===== src/rtl/npu_done_pkg.sv =====
// npu_done_pkg: shared widths, FSM encoding and event modes for the done-flag writer
package npu_done_pkg;
   localparam int NPU_ADDR_W = 9;
   localparam int NPU_DATA_W = 8;
   localparam logic MODE_OVR = 1'b0;
   localparam logic MODE_OR = 1'b1;
   typedef enum logic [2:0] {ST_CLEAR, ST_IDLE, ST_RD, ST_CAP, ST_WR} state_t;
endpackage


===== src/rtl/npu_done_fifo.sv =====
// npu_done_fifo: synchronous FIFO with fall-through head and full/empty flags
module npu_done_fifo #(
   parameter int W = 18,
   parameter int DEPTH = 4
) (
   input  logic         clk,
   input  logic         reset,
   input  logic         push,
   input  logic [W-1:0] din,
   input  logic         pop,
   output logic [W-1:0] dout,
   output logic         full,
   output logic         empty
);
   localparam int AW = $clog2(DEPTH);
   localparam logic [AW:0] ONE = 1;
   logic [W-1:0] mem [DEPTH];
   logic [AW:0] wp, rp;
   assign empty = wp == rp;
   assign full = wp == {~rp[AW], rp[AW-1:0]};
   assign dout = mem[rp[AW-1:0]];
   always_ff @(posedge clk)
      if (push) mem[wp[AW-1:0]] <= din;
   always_ff @(posedge clk or posedge reset)
      if (reset) begin
         wp <= '0;
         rp <= '0;
      end else begin
         if (push) wp <= wp + ONE;
         if (pop) rp <= rp + ONE;
      end
endmodule


===== src/rtl/npu_done_writer.sv =====
// npu_done_writer: buffers NPU completion events and commits them to done-flag SRAM port 2
module npu_done_writer
   import npu_done_pkg::*;
#(
   parameter int ADDR_W = NPU_ADDR_W,
   parameter int DATA_W = NPU_DATA_W,
   parameter int FIFO_DEPTH = 4,
   parameter bit CLEAR_ON_RESET = 1'b1
) (
   input  logic              clk,
   input  logic              reset,
   input  logic              evt_valid,
   output logic              evt_ready,
   input  logic [ADDR_W-1:0] evt_addr,
   input  logic [DATA_W-1:0] evt_flags,
   input  logic              evt_mode,
   input  logic              clear_req,
   output logic              busy,
   output logic [15:0]       evt_count,
   output logic [ADDR_W-1:0] sram_address,
   output logic              sram_chipselect,
   output logic              sram_write,
   output logic [DATA_W-1:0] sram_writedata,
   output logic              sram_clken,
   input  logic [DATA_W-1:0] sram_readdata
);
   localparam int EW = ADDR_W + DATA_W + 1;
   state_t state;
   logic fifo_full, fifo_empty, push, pop, clear_pend, live, h_mode;
   logic [EW-1:0] head;
   logic [ADDR_W-1:0] clr_addr, h_addr;
   logic [DATA_W-1:0] cur_flags, h_flags;
   assign {h_mode, h_addr, h_flags} = head;
   // live holds ready low for the first cycle out of reset even when no sweep runs
   assign evt_ready = live && !fifo_full && state != ST_CLEAR;
   assign push = evt_valid && evt_ready;
   assign pop = state == ST_IDLE && !clear_pend && !fifo_empty;
   assign busy = state != ST_IDLE || !fifo_empty;
   assign sram_clken = 1'b1;
   npu_done_fifo #(.W(EW), .DEPTH(FIFO_DEPTH)) u_fifo (
      .clk(clk),
      .reset(reset),
      .push(push),
      .din({evt_mode, evt_addr, evt_flags}),
      .pop(pop),
      .dout(head),
      .full(fifo_full),
      .empty(fifo_empty)
   );
   always_ff @(posedge clk or posedge reset)
      if (reset) begin
         state <= CLEAR_ON_RESET ? ST_CLEAR : ST_IDLE;
         live <= 1'b0;
         clear_pend <= 1'b0;
         clr_addr <= '0;
         cur_flags <= '0;
         evt_count <= '0;
         sram_address <= '0;
         sram_chipselect <= 1'b0;
         sram_write <= 1'b0;
         sram_writedata <= '0;
      end else begin
         live <= 1'b1;
         sram_chipselect <= 1'b0;
         sram_write <= 1'b0;
         clear_pend <= clear_req || (clear_pend && state != ST_IDLE);
         case (state)
            ST_CLEAR: begin
               sram_chipselect <= 1'b1;
               sram_write <= 1'b1;
               sram_address <= clr_addr;
               sram_writedata <= '0;
               clr_addr <= clr_addr + ADDR_W'(1);
               if (&clr_addr) state <= ST_IDLE;
            end
            ST_IDLE:
               if (clear_pend) begin
                  clr_addr <= '0;
                  state <= ST_CLEAR;
               end else if (!fifo_empty) begin
                  cur_flags <= h_flags;
                  sram_address <= h_addr;
                  sram_chipselect <= 1'b1;
                  sram_write <= h_mode != MODE_OR;
                  sram_writedata <= h_flags;
                  state <= h_mode == MODE_OR ? ST_RD : ST_WR;
               end
            ST_RD: state <= ST_CAP;
            ST_CAP: begin
               sram_chipselect <= 1'b1;
               sram_write <= 1'b1;
               sram_writedata <= sram_readdata | cur_flags;
               state <= ST_WR;
            end
            ST_WR: begin
               evt_count <= evt_count + 16'd1;
               state <= ST_IDLE;
            end
            default: state <= ST_IDLE;
         endcase
      end
endmodule

===== config.mk =====
export PLATFORM = sky130hd
export DESIGN_NAME = npu_done_writer
export DESIGN_NICKNAME = d
export VERILOG_FILES = /design/src/rtl/npu_done_pkg.sv /design/src/rtl/npu_done_fifo.sv /design/src/rtl/npu_done_writer.sv
export SDC_FILE = /design/constraint.sdc
export NUM_CORES = 1
export LEC_CHECK = 0
export CORE_UTILIZATION = 55
export CTS_CLUSTER_DIAMETER = 120
export DETAILED_ROUTE_END_ITERATION = 10
export GPL_TIMING_DRIVEN = 0
export HOLD_SLACK_MARGIN = 0.15
export PLACE_DENSITY = 0.76
export SLEW_MARGIN = 20
export SYNTH_ARGS = -nofsm -noshare
export SYNTH_HDL_FRONTEND = slang
export SYNTH_HIERARCHICAL = 1
export SYNTH_SLANG_ARGS = --single-unit
export TNS_END_PERCENT = 20

===== constraint.sdc =====
create_clock -name clk -period 3 [get_ports clk]
set_input_delay 0.75 -clock clk [delete_from_list [all_inputs] [get_ports clk]]
set_output_delay 0.75 -clock clk [all_outputs]
set_load 0.01 [all_outputs]

Word-level counts from Yosys, hierarchy flattened
Memories as Yosys holds them, arrays and structs flattened.
Index checks and enable logic that the tools add are counted.

cells by class
  divide/modulo/power cells = 0
  multiply operators = 0
  mux-type cells = 21
  add/sub/neg operators = 4
  shift operators = 0
  magnitude comparators = 0
  reduce and logical (&&, ||, !) cells = 22
  bitwise operators = 5
  eq/ne operators = 12

operators with widths
  operator                 count
  $pmux W9 S2              2
  $mux W9                  3
  $pmux W8 S3              1
  $add A16 B1 Y16 const B  1
  $mux W8                  2
  $mux W3                  4
  $pmux W3 S4              1
  $add A9 B1 Y9 const B    1
  $reduce_and A3 Y1        3
  $reduce_and A9 Y1        1
  $ne A2 B2 Y1 const B     4
  $or A8 B8 Y8             1
  $add A3 B1 Y3 const B    2
  $eq A3 B2 Y1 const B     2
  $eq A3 B3 Y1             2
  $logic_and A1 B1 Y1      6
  $mux W1                  6
  $reduce_bool A3 Y1       2
  $not A1 Y1               4
  $pmux W1 S2              2
  $reduce_and A2 Y1        2
  $eq A3 B1 Y1 const B     1
  $eq A3 B3 Y1 const B     1
  $logic_not A1 Y1         3
  other kinds (6)          7

storage, ports and cells
  bits in registers = 63
  memory bits (read-only) = 0
  logic and storage cells = 77
  bits in writable memories = 72
  latch bits = 0
  memories = 1
  output and inout bits = 38

memory list
  name        words  bits a word  read ports  clocked after memory_dff  write ports  RTL line             source
  u_fifo.mem  4      18           1           0                         1            npu_done_fifo.sv:17  logic [W-1:0] mem [DEPTH];

Longest topological paths before layout
Gate-level depths: netlist of the first run.

  word-level depth = 8
  gate-level depth with buffers = 8
  gate-level depth less buffers = 7

Modules after synthesis
The synthesis of the first run kept the hierarchy.

modules (own cells, without submodules)
  module           instances  cells an instance  area an instance (µm²)
  npu_done_fifo    1          125                2,946.6
  npu_done_writer  1          244                2,661.3

Least setup slack after synthesis of the first run
Ideal clock, no wire load.

  kind = reg2reg
  from = register u_fifo.rp[1]
  to = memory u_fifo.mem[3][0] (enable)
  arrival = 1,996 ps
  path slack = 626 ps
  path buffers = 1
  stages on the path, launching flop included = 7
  data required time = 2,623 ps
  library setup time = 377 ps
  cell sequence = dfrtp_1 -> buf_2 -> xor2_1 -> nor3_1 -> nor3b_1 -> and2_1 -> and2_1

on the way
  cells in the longest elaborated chain, start to end = 7

ends and longest elaborated chain
  element                            RTL line               source
  start, declared                    npu_done_fifo.sv:18    logic [AW:0] wp, rp;
  start signal, assigned             npu_done_fifo.sv:30    if (pop) rp <= rp + ONE;
  $eq A3 B3 Y1                       npu_done_fifo.sv:20    assign full = wp == {~rp[AW], rp[AW-1:0]};
  named net fifo_full                npu_done_writer.sv:29  logic fifo_full, fifo_empty, push, pop, clear_pend, live, h_mode;
  $logic_not A1 Y1                   npu_done_writer.sv:35  assign evt_ready = live && !fifo_full && state != ST_CLEAR;
  $logic_and A1 B1 Y1 (2 in series)  npu_done_writer.sv:35
  named net evt_ready                npu_done_writer.sv:13  output logic evt_ready,
  $logic_and A1 B1 Y1                npu_done_writer.sv:36  assign push = evt_valid && evt_ready;
  named net push                     npu_done_writer.sv:29
  $mux W1                            npu_done_fifo.sv:23    if (push) mem[wp[AW-1:0]] <= din;
  $mux W1 (not written as such)      npu_done_fifo.sv:23
  end, declared                      npu_done_fifo.sv:17

The timed path passes the listed nets, and every way through them passes these cells.

Final worst setup path of the first run
  from = register u_fifo.rp[0]
  to = output port busy

on the way
  cells in the longest elaborated chain, start to end = 3

ends and longest elaborated chain
  element               RTL line               source
  $eq A3 B3 Y1          npu_done_fifo.sv:19    assign empty = wp == rp;
  named net fifo_empty  npu_done_writer.sv:29
  $logic_not A1 Y1      --
  $logic_or A1 B1 Y1    npu_done_writer.sv:38  assign busy = state != ST_IDLE || !fifo_empty;
  end, declared         npu_done_writer.sv:18  output logic busy,

The timed path passes the listed nets, and every way through them passes these cells.

==> reports/results.txt, run 1 <==
Largest cells by area after synthesis: edfxtp_1 (39%), dfrtp_1 (28%), mux4_2 (7.2%), xnor2_1 (2.5%), nand2_1 (2.5%)
DP HPWL: 6890 um
Nature of the critical path startpoint: flip-flop
Critical-path cell list: buf_6 > xor2_1 > nor3b_2 > nand2_1 > clkdlybuf4s50_1
Syn_area_per_cell: 15.2 um2
Hold buffer count at cts: 0
Critical Path Sink Type: primary output
Port bufs: 66
Layout cells sized above 1: 18.5%
WHS Endpoint: sram_writedata[7]$_DFFE_PP0P_
DRC: 0
Crit path largest cell delay: 0.49 ns
Root Driver: clkbuf_8
Most common cell after layout, fill and taps aside: edfxtp_1
CTS Buf Count: 17
Crit path max fanout: 10
Met1 Resource Use GR: 28.4%
Die area: 0.0106 mm2
Drt pass-1 iters: 4
Required @ worst endpoint: 2.25 ns
Post-Place Worst Slack: 0.124 ns
Vias: 3,316
Relative max-transition margin: 32.9%
Most used flip-flop cell after synthesis: edfxtp_1
Worst Tran Pin Value: 1.01 ns
Post-synth EDFFs: 72
Leading area contributor after synthesis: edfxtp_1
Static leakage: 2.68 nW
Final WS setup: 0.132 ns
RSZ-0062 raised after global routing: no
Achievable Freq: 349 MHz
DR WL/cell: 17.1 um
Most frequent cells in the layout: edfxtp_1 (72), clkdlybuf4s50_1 (65), dfrtp_1 (63)
Cell Rows: 36
Critical path class: reg2out
Die H: 103 um
Status: finished, final reports clean
Mapped Area: 0.00561 mm2
Number of nets in the layout: 496
# setup viols final: 0
Max-capacitance violation count: 0
Longest Clk Path Bufs: 2
Distinct cells, synth: 42
Shortest period the worst path allows: 2.87 ns
First-pass GRT wire length: 16,800 um
Met3 GRT Util: 6.31%
Worst reg-to-reg path cell count: 6
CP top delay family: buffers and inverters
Yosys reg bits: 135
Ys Warns: 6
Tcrit/Tclk final: 95.6%
Starting Density: 57.1%
Core ar.: 0.00982 mm2
Vias in the first global route: 3,318
Syn Inst Count: 369
Synth top area share: 38.6%
Skew final: 0.00438 ns
RD Place Congestion: 0.783
Arrival @ worst endpoint: 2.12 ns
Post-Route WL: 10,300 um
Met2 Use GR: 35.3%
Top Usage Layer GRT: met2
I/O Pins: 68
Skew-Pair Late Insertion Delay: 0.52 ns
Initial antenna violation count: 0
Vias per inst: 5.49
Worst Hold Class: reg2reg
Worst ir drop on vdd: 0.474 mV
Area added between synthesis and finish: 25.6%
Reg-to-Reg End: u_fifo/mem[3][4]$_DFFE_PP_
Hold Path Origin: sram_writedata[7]$_DFFE_PP0P_
WP buf/inv: 2
Seq/Total Area, Yosys: 66.7%
Initial DRC Count: 114
N_diodes: 0
GRT overflow: 0
Largest net degree at the start of global routing: 58
Hold Fails Final Rpt: 0
Setup TNS Final: 0 ns
CTS Sinks: 135
GRT Overall Usage: 22.1%
DRT antenna net count: 0
Async SR Flop Fraction: 46.7%
CTS tree: built
FILL cells: 700
Final Max Slew Viols: 0
Hold path cells: 2
Clock slew at reported path FFs: 0.06 ns
Horiz. Die Dim: 103 um
Power Dens Cells: 567 mW/mm2
Crit-path slowest cell: clkdlybuf4s50_1
H-tree Lvls: 4
FF-to-FF Start: u_fifo/rp[1]$_DFFE_PP0P_
Reg2Reg Setup Slack: 0.27 ns
state kept, by name (all words and copies together), names as in the netlist:
| signal | cells |
|---|---|
| state | 3 |
| u_fifo/rp | 3 |
| sram_chipselect | 1 |
| evt_count | 16 |
| sram_address | 9 |
| clear_pend | 1 |
| sram_writedata | 8 |
| clr_addr | 9 |
| u_fifo/mem | 72 |
| sram_write | 1 |
| u_fifo/wp | 3 |
| cur_flags | 8 |
| live | 1 |
routing by layer:
metal / up-vias / part of all wire, %
met5: - / 0
met4: 0 / 1.9
met3: 19 / 3.9
met2: 84 / 51
met1: 1671 / 44
li1: 1542 / -
synthesized netlist by cell type (9+ instances only):
master,n
edfxtp_1,72
dfrtp_1,63
nand2_1,37
o21ai_0,20
mux4_2,18
nor2_1,16
xnor2_1,16
mux2_2,11
xor2_1,11
mux2i_1,10
nand4_1,9
per-stage QoR:
stage          cell area, um2  total power, W  instances  utilization [%]  hold WS [ns]
6_report                 7040         0.00399        604             71.7         0.481
5_1_grt                  7040         0.00413        604             71.7         0.509
4_1_cts                  7020         0.00404        601             71.5         0.488
3_5_place_dp             6440         0.00206        569             65.6         0.473
3_3_place_gp             6440         0.00206        569             65.6         0.460
2_1_floorplan            5610         0.00201        370                -         0.462
kinds of logic (layout without fill, tap and decap cells):
logic type                 after synthesis  after routing  share of synthesized area [%]
adders and majority gates                8              8                           1.78
and+or+nand+nor                         95             95                           9.42
xor gates and xnor gates                27             27                           4.22
AOI/OAI and AO/OA                       41             41                           4.44
other                                    1              2                         0.0669
muxes                                   39             39                           11.2
DFF                                    135            135                           66.7
buffers and inverters                   23            124                           2.19
area by class of cell:
| type | count | area, um2 | share of cell area [%] |
|---|---|---|---|
| Sequential cell | 135 | 3740 | 53.1 |
| Buffer | 14 | 91.3 | 1.30 |
| Multi-Input combinational cell | 212 | 1760 | 25.0 |
| Clock inverter | 15 | 153 | 2.17 |
| Timing Repair Buffer | 69 | 682 | 9.68 |
| Inverter | 9 | 36.3 | 0.515 |
| Clock buffer | 17 | 414 | 5.88 |
| Tap cell | 133 | 166 | 2.36 |
worst register-to-register path, cell delays in order (launching register included):
cell	delay [ns]
dfrtp_1	0.39
buf_4	0.20
xor2_1	0.23
nor3_1	0.10
nor3b_2	0.30
and2_1	0.29
and2_1	0.84
report_power, final:
| group | internal (W) | switching (W) | leakage (nW) | total (W) |
|---|---|---|---|---|
| sequential | 0.00196 | 0.000000109 | 1.48 | 0.00196 |
| clock | 0.00119 | 0.000783 | 0.277 | 0.00197 |
| combinational | 0.0000358 | 0.0000333 | 0.927 | 0.0000692 |
how the worst max path moves through the flow:
stage	start	to	slack, ns	cells after the start
detailed placement	u_fifo/rp[1]$_DFFE_PP0P_	u_fifo/mem[3][6]$_DFFE_PP_	0.12	6
floorplan	u_fifo/rp[1]$_DFFE_PP0P_	u_fifo/mem[3][0]$_DFFE_PP_	0.63	6
CTS	state[2]$_DFFE_PP0P_	busy	-0.05	5
global route	u_fifo/rp[0]$_DFFE_PP0P_	busy	0.05	5
finish	u_fifo/rp[0]$_DFFE_PP0P_	busy	0.13	5
global placement	reset	evt_count[15]$_DFFE_PP0N_	-0.30	2
timing repair:
action,CTS,global route
setup endpoints to repair,2,1
gates resized for setup,4,0
setup buffers,0,3
pin swaps,0,2
Power figures use the tool's default switching activity.
==> run 2: changes to the inputs <==
==> constraint.sdc (replaced) <==
create_clock -name clk -period 3 [get_ports clk]
set_input_delay 0.75 -clock clk [delete_from_list [all_inputs] [get_ports clk]]
set_output_delay 0.75 -clock clk [all_outputs]
set_load 0.02 [all_outputs]
==> run 2 against run 1 <==
Setup slack improved by 0.0038 ns; combinational power increased by 0.7%; via count about the same; sequential power hardly changed; power is essentially flat; fmax increased by 0.13%; final cell count stayed put; first-iteration DRC count is 7.0% higher; sequential share of layout area barely moved; register-to-register slack about the same.
==> reports/results.txt, run 2 (synthesis gave the netlist of run 1 again) <==
Critical path class: reg2out
Hold buffer count at cts: 0 (unchanged)
RSZ-0062 raised after global routing: no
Worst reg-to-reg path cell count: 6 (unchanged)
Clock power frac: 49.3% (about the same)
Post-route cell area: 0.00705 mm2 (about the same)
Initial DRC Count: 122 (+7.0%)
Worst Hold Class: reg2reg
CTS tree: built
Layout cells sized above 1: 18.5% (unchanged)
N_diodes: 0 (unchanged)
Skew-Pair Late Insertion Delay: 0.53 ns (about the same)
Crit path max fanout: 10 (unchanged)
Crit-path slowest cell: dfrtp_1
Number of nets in the layout: 496 (unchanged)
Sequential share of power: 49.0% (about the same)
I/O Pins: 68 (unchanged)
Final Non-Filler Cells: 604 (unchanged)
Die area: 0.0106 mm2 (unchanged)
DP HPWL: 6890 um (unchanged)
GRT overflow: 0 (unchanged)
Most common cell after layout, fill and taps aside: edfxtp_1
Worst ir drop on vdd: 0.474 mV (about the same)
Shortest period the worst path allows: 2.86 ns (-0.00383 ns)
Skew final: 0.00468 ns (+0.000298 ns)
DP Cell Count: 569 (unchanged)
First-pass GRT wire length: 16,800 um (unchanged)
Vias: 3,313 (-0.090%)
Max-capacitance violation count: 0 (unchanged)
Reg-to-Reg End: u_fifo/mem[3][4]$_DFFE_PP_
Most frequent cells in the layout: edfxtp_1 (72), clkdlybuf4s50_1 (64), dfrtp_1 (63)
CP top delay family: buffers and inverters
Horiz. Die Dim: 103 um (unchanged)
RD Place Congestion: 0.783 (unchanged)
Switch Pwr: 0.000819 W (+0.23%)
Worst Tran Pin Value: 0.980 ns (-0.0266 ns)
Initial antenna violation count: 0 (unchanged)
FF-to-FF Start: u_fifo/rp[1]$_DFFE_PP0P_
Largest net degree at the start of global routing: 58 (unchanged)
Hold slack: 0.481 ns (+0.000221 ns)
Comb pwr share: 1.7% (about the same)
WHS Endpoint: sram_writedata[7]$_DFFE_PP0P_
Static leakage: 2.68 nW (-0.15%)
Longest Clk Path Bufs: 2 (unchanged)
Hold Path Origin: sram_writedata[7]$_DFFE_PP0P_
Reg2Reg Setup Slack: 0.28 ns (about the same)
Root Driver: clkbuf_8
DRC: 0 (unchanged)
Die H: 103 um (unchanged)
Largest register FFs: 72 (unchanged)
Clock slew at reported path FFs: 0.06 ns (about the same)
Nature of the critical path startpoint: flip-flop
CTS Sinks: 135 (unchanged)
H-tree Lvls: 4 (unchanged)
Starting Density: 57.1% (unchanged)
Status: finished, final reports clean
Power Dens Cells: 567 mW/mm2 (about the same)
Vias in the first global route: 3,318 (unchanged)
DR WL/cell: 17.1 um (+0.32%)
Cell Rows: 36 (unchanged)
Required @ worst endpoint: 2.25 ns (about the same)
Port bufs: 66 (unchanged)
Critical-path cell list: buf_4 > xor2_1 > nor3_1 > nor3b_2 > clkdlybuf4s15_1
Final WS setup: 0.136 ns (+0.00383 ns)
Area added between synthesis and finish: 25.6% (about the same)
Placed inst area: 0.00644 mm2 (unchanged)
Arrival @ worst endpoint: 2.11 ns (about the same)
Post-Route WL: 10,400 um (+0.32%)
Drt pass-1 iters: 4 (unchanged)
Int Power: 0.00318 W (about the same)
GRT Overall Usage: 22.1% (unchanged)
DRT antenna net count: 0 (unchanged)
Achievable Freq: 349 MHz (+0.13%)
Relative max-transition margin: 34.6% (+1.8 points)
Hold Fails Final Rpt: 0 (unchanged)
WP buf/inv: 2 (unchanged)
# setup viols final: 0 (unchanged)
Crit path largest cell delay: 0.39 ns (-0.10 ns)
Critical Path Sink Type: primary output
Tcrit/Tclk final: 95.5% (-0.13 points)
Vias per inst: 5.49 (about the same)
Post-Place Worst Slack: 0.124 ns (unchanged)
Switching Fraction: 20.5% (+0.036 points)
Core ar.: 0.00982 mm2 (unchanged)
Hold path cells: 2 (unchanged)
Final Max Slew Viols: 0 (unchanged)
CTS Buf Count: 17 (unchanged)
-- run 2: cell type report --
class | instances | area, um2
Buffer | 14 | 91.3
Clock buffer | 17 | 414
Clock inverter | 15 | 153
Fill cell | 697 | 2770
Inverter | 9 | 36.3
Multi-Input combinational cell | 212 | 1760
Sequential cell | 135 | 3740
Tap cell | 133 | 166
Timing Repair Buffer | 69 | 686
-- run 2: stage by stage --
| step | power [W] | util [%] | TNS [ns] |
|---|---|---|---|
| 3_3_place_gp | 0.00206 | 65.6 | -16.77 |
| 2_1_floorplan | 0.00201 | - | 0 |
| 3_5_place_dp | 0.00206 | 65.6 | 0 |
| 4_1_cts | 0.00404 | 71.5 | -0.106 |
| 5_1_grt | 0.00413 | 71.8 | 0 |
| 6_report | 0.00400 | 71.8 | 0 |
-- run 2: how the worst max path moves through the flow --
stage	start	endpoint	cells past startpoint
finish	u_fifo/rp[1]$_DFFE_PP0P_	evt_ready	5
floorplan	u_fifo/rp[1]$_DFFE_PP0P_	u_fifo/mem[3][0]$_DFFE_PP_	6
global route	u_fifo/rp[0]$_DFFE_PP0P_	evt_ready	5
global placement	reset	evt_count[15]$_DFFE_PP0N_	2
detailed placement	u_fifo/rp[1]$_DFFE_PP0P_	u_fifo/mem[3][6]$_DFFE_PP_	6
CTS	state[2]$_DFFE_PP0P_	busy	5
-- run 2: tightest hold or removal path, cell delays in order, from the launching register on --
cell     delay, ns
dfrtp_1       0.34
nand2_1       0.05
o31ai_1       0.05
-- run 2: timing repair --
action                     CTS  global route
hold endpoints to repair     0             0
pin swaps                    0             2
setup buffers                0             3
setup endpoints to repair    2             2
gates resized for setup      4             2
-- run 2: power groups by stage --
| stage | clock network, W | registers (W) | logic [W] |
|---|---|---|---|
| global route | 0.00210 | 0.00196 | 0.0000768 |
| detailed placement | 0 | 0.00199 | 0.0000710 |
| global placement | 0 | 0.00199 | 0.0000686 |
| CTS | 0.00201 | 0.00196 | 0.0000714 |
| floorplan | 0 | 0.00199 | 0.0000172 |
| finish | 0.00197 | 0.00196 | 0.0000697 |
-- run 2: metal layers --
layer  vias up  share of wire, %  track usage [%]
met5         -                 0                0
met4         0               1.7             9.53
met3        19               4.2             6.31
met2        86                51             35.3
met1      1665                43             28.4
li1       1543                 -                -
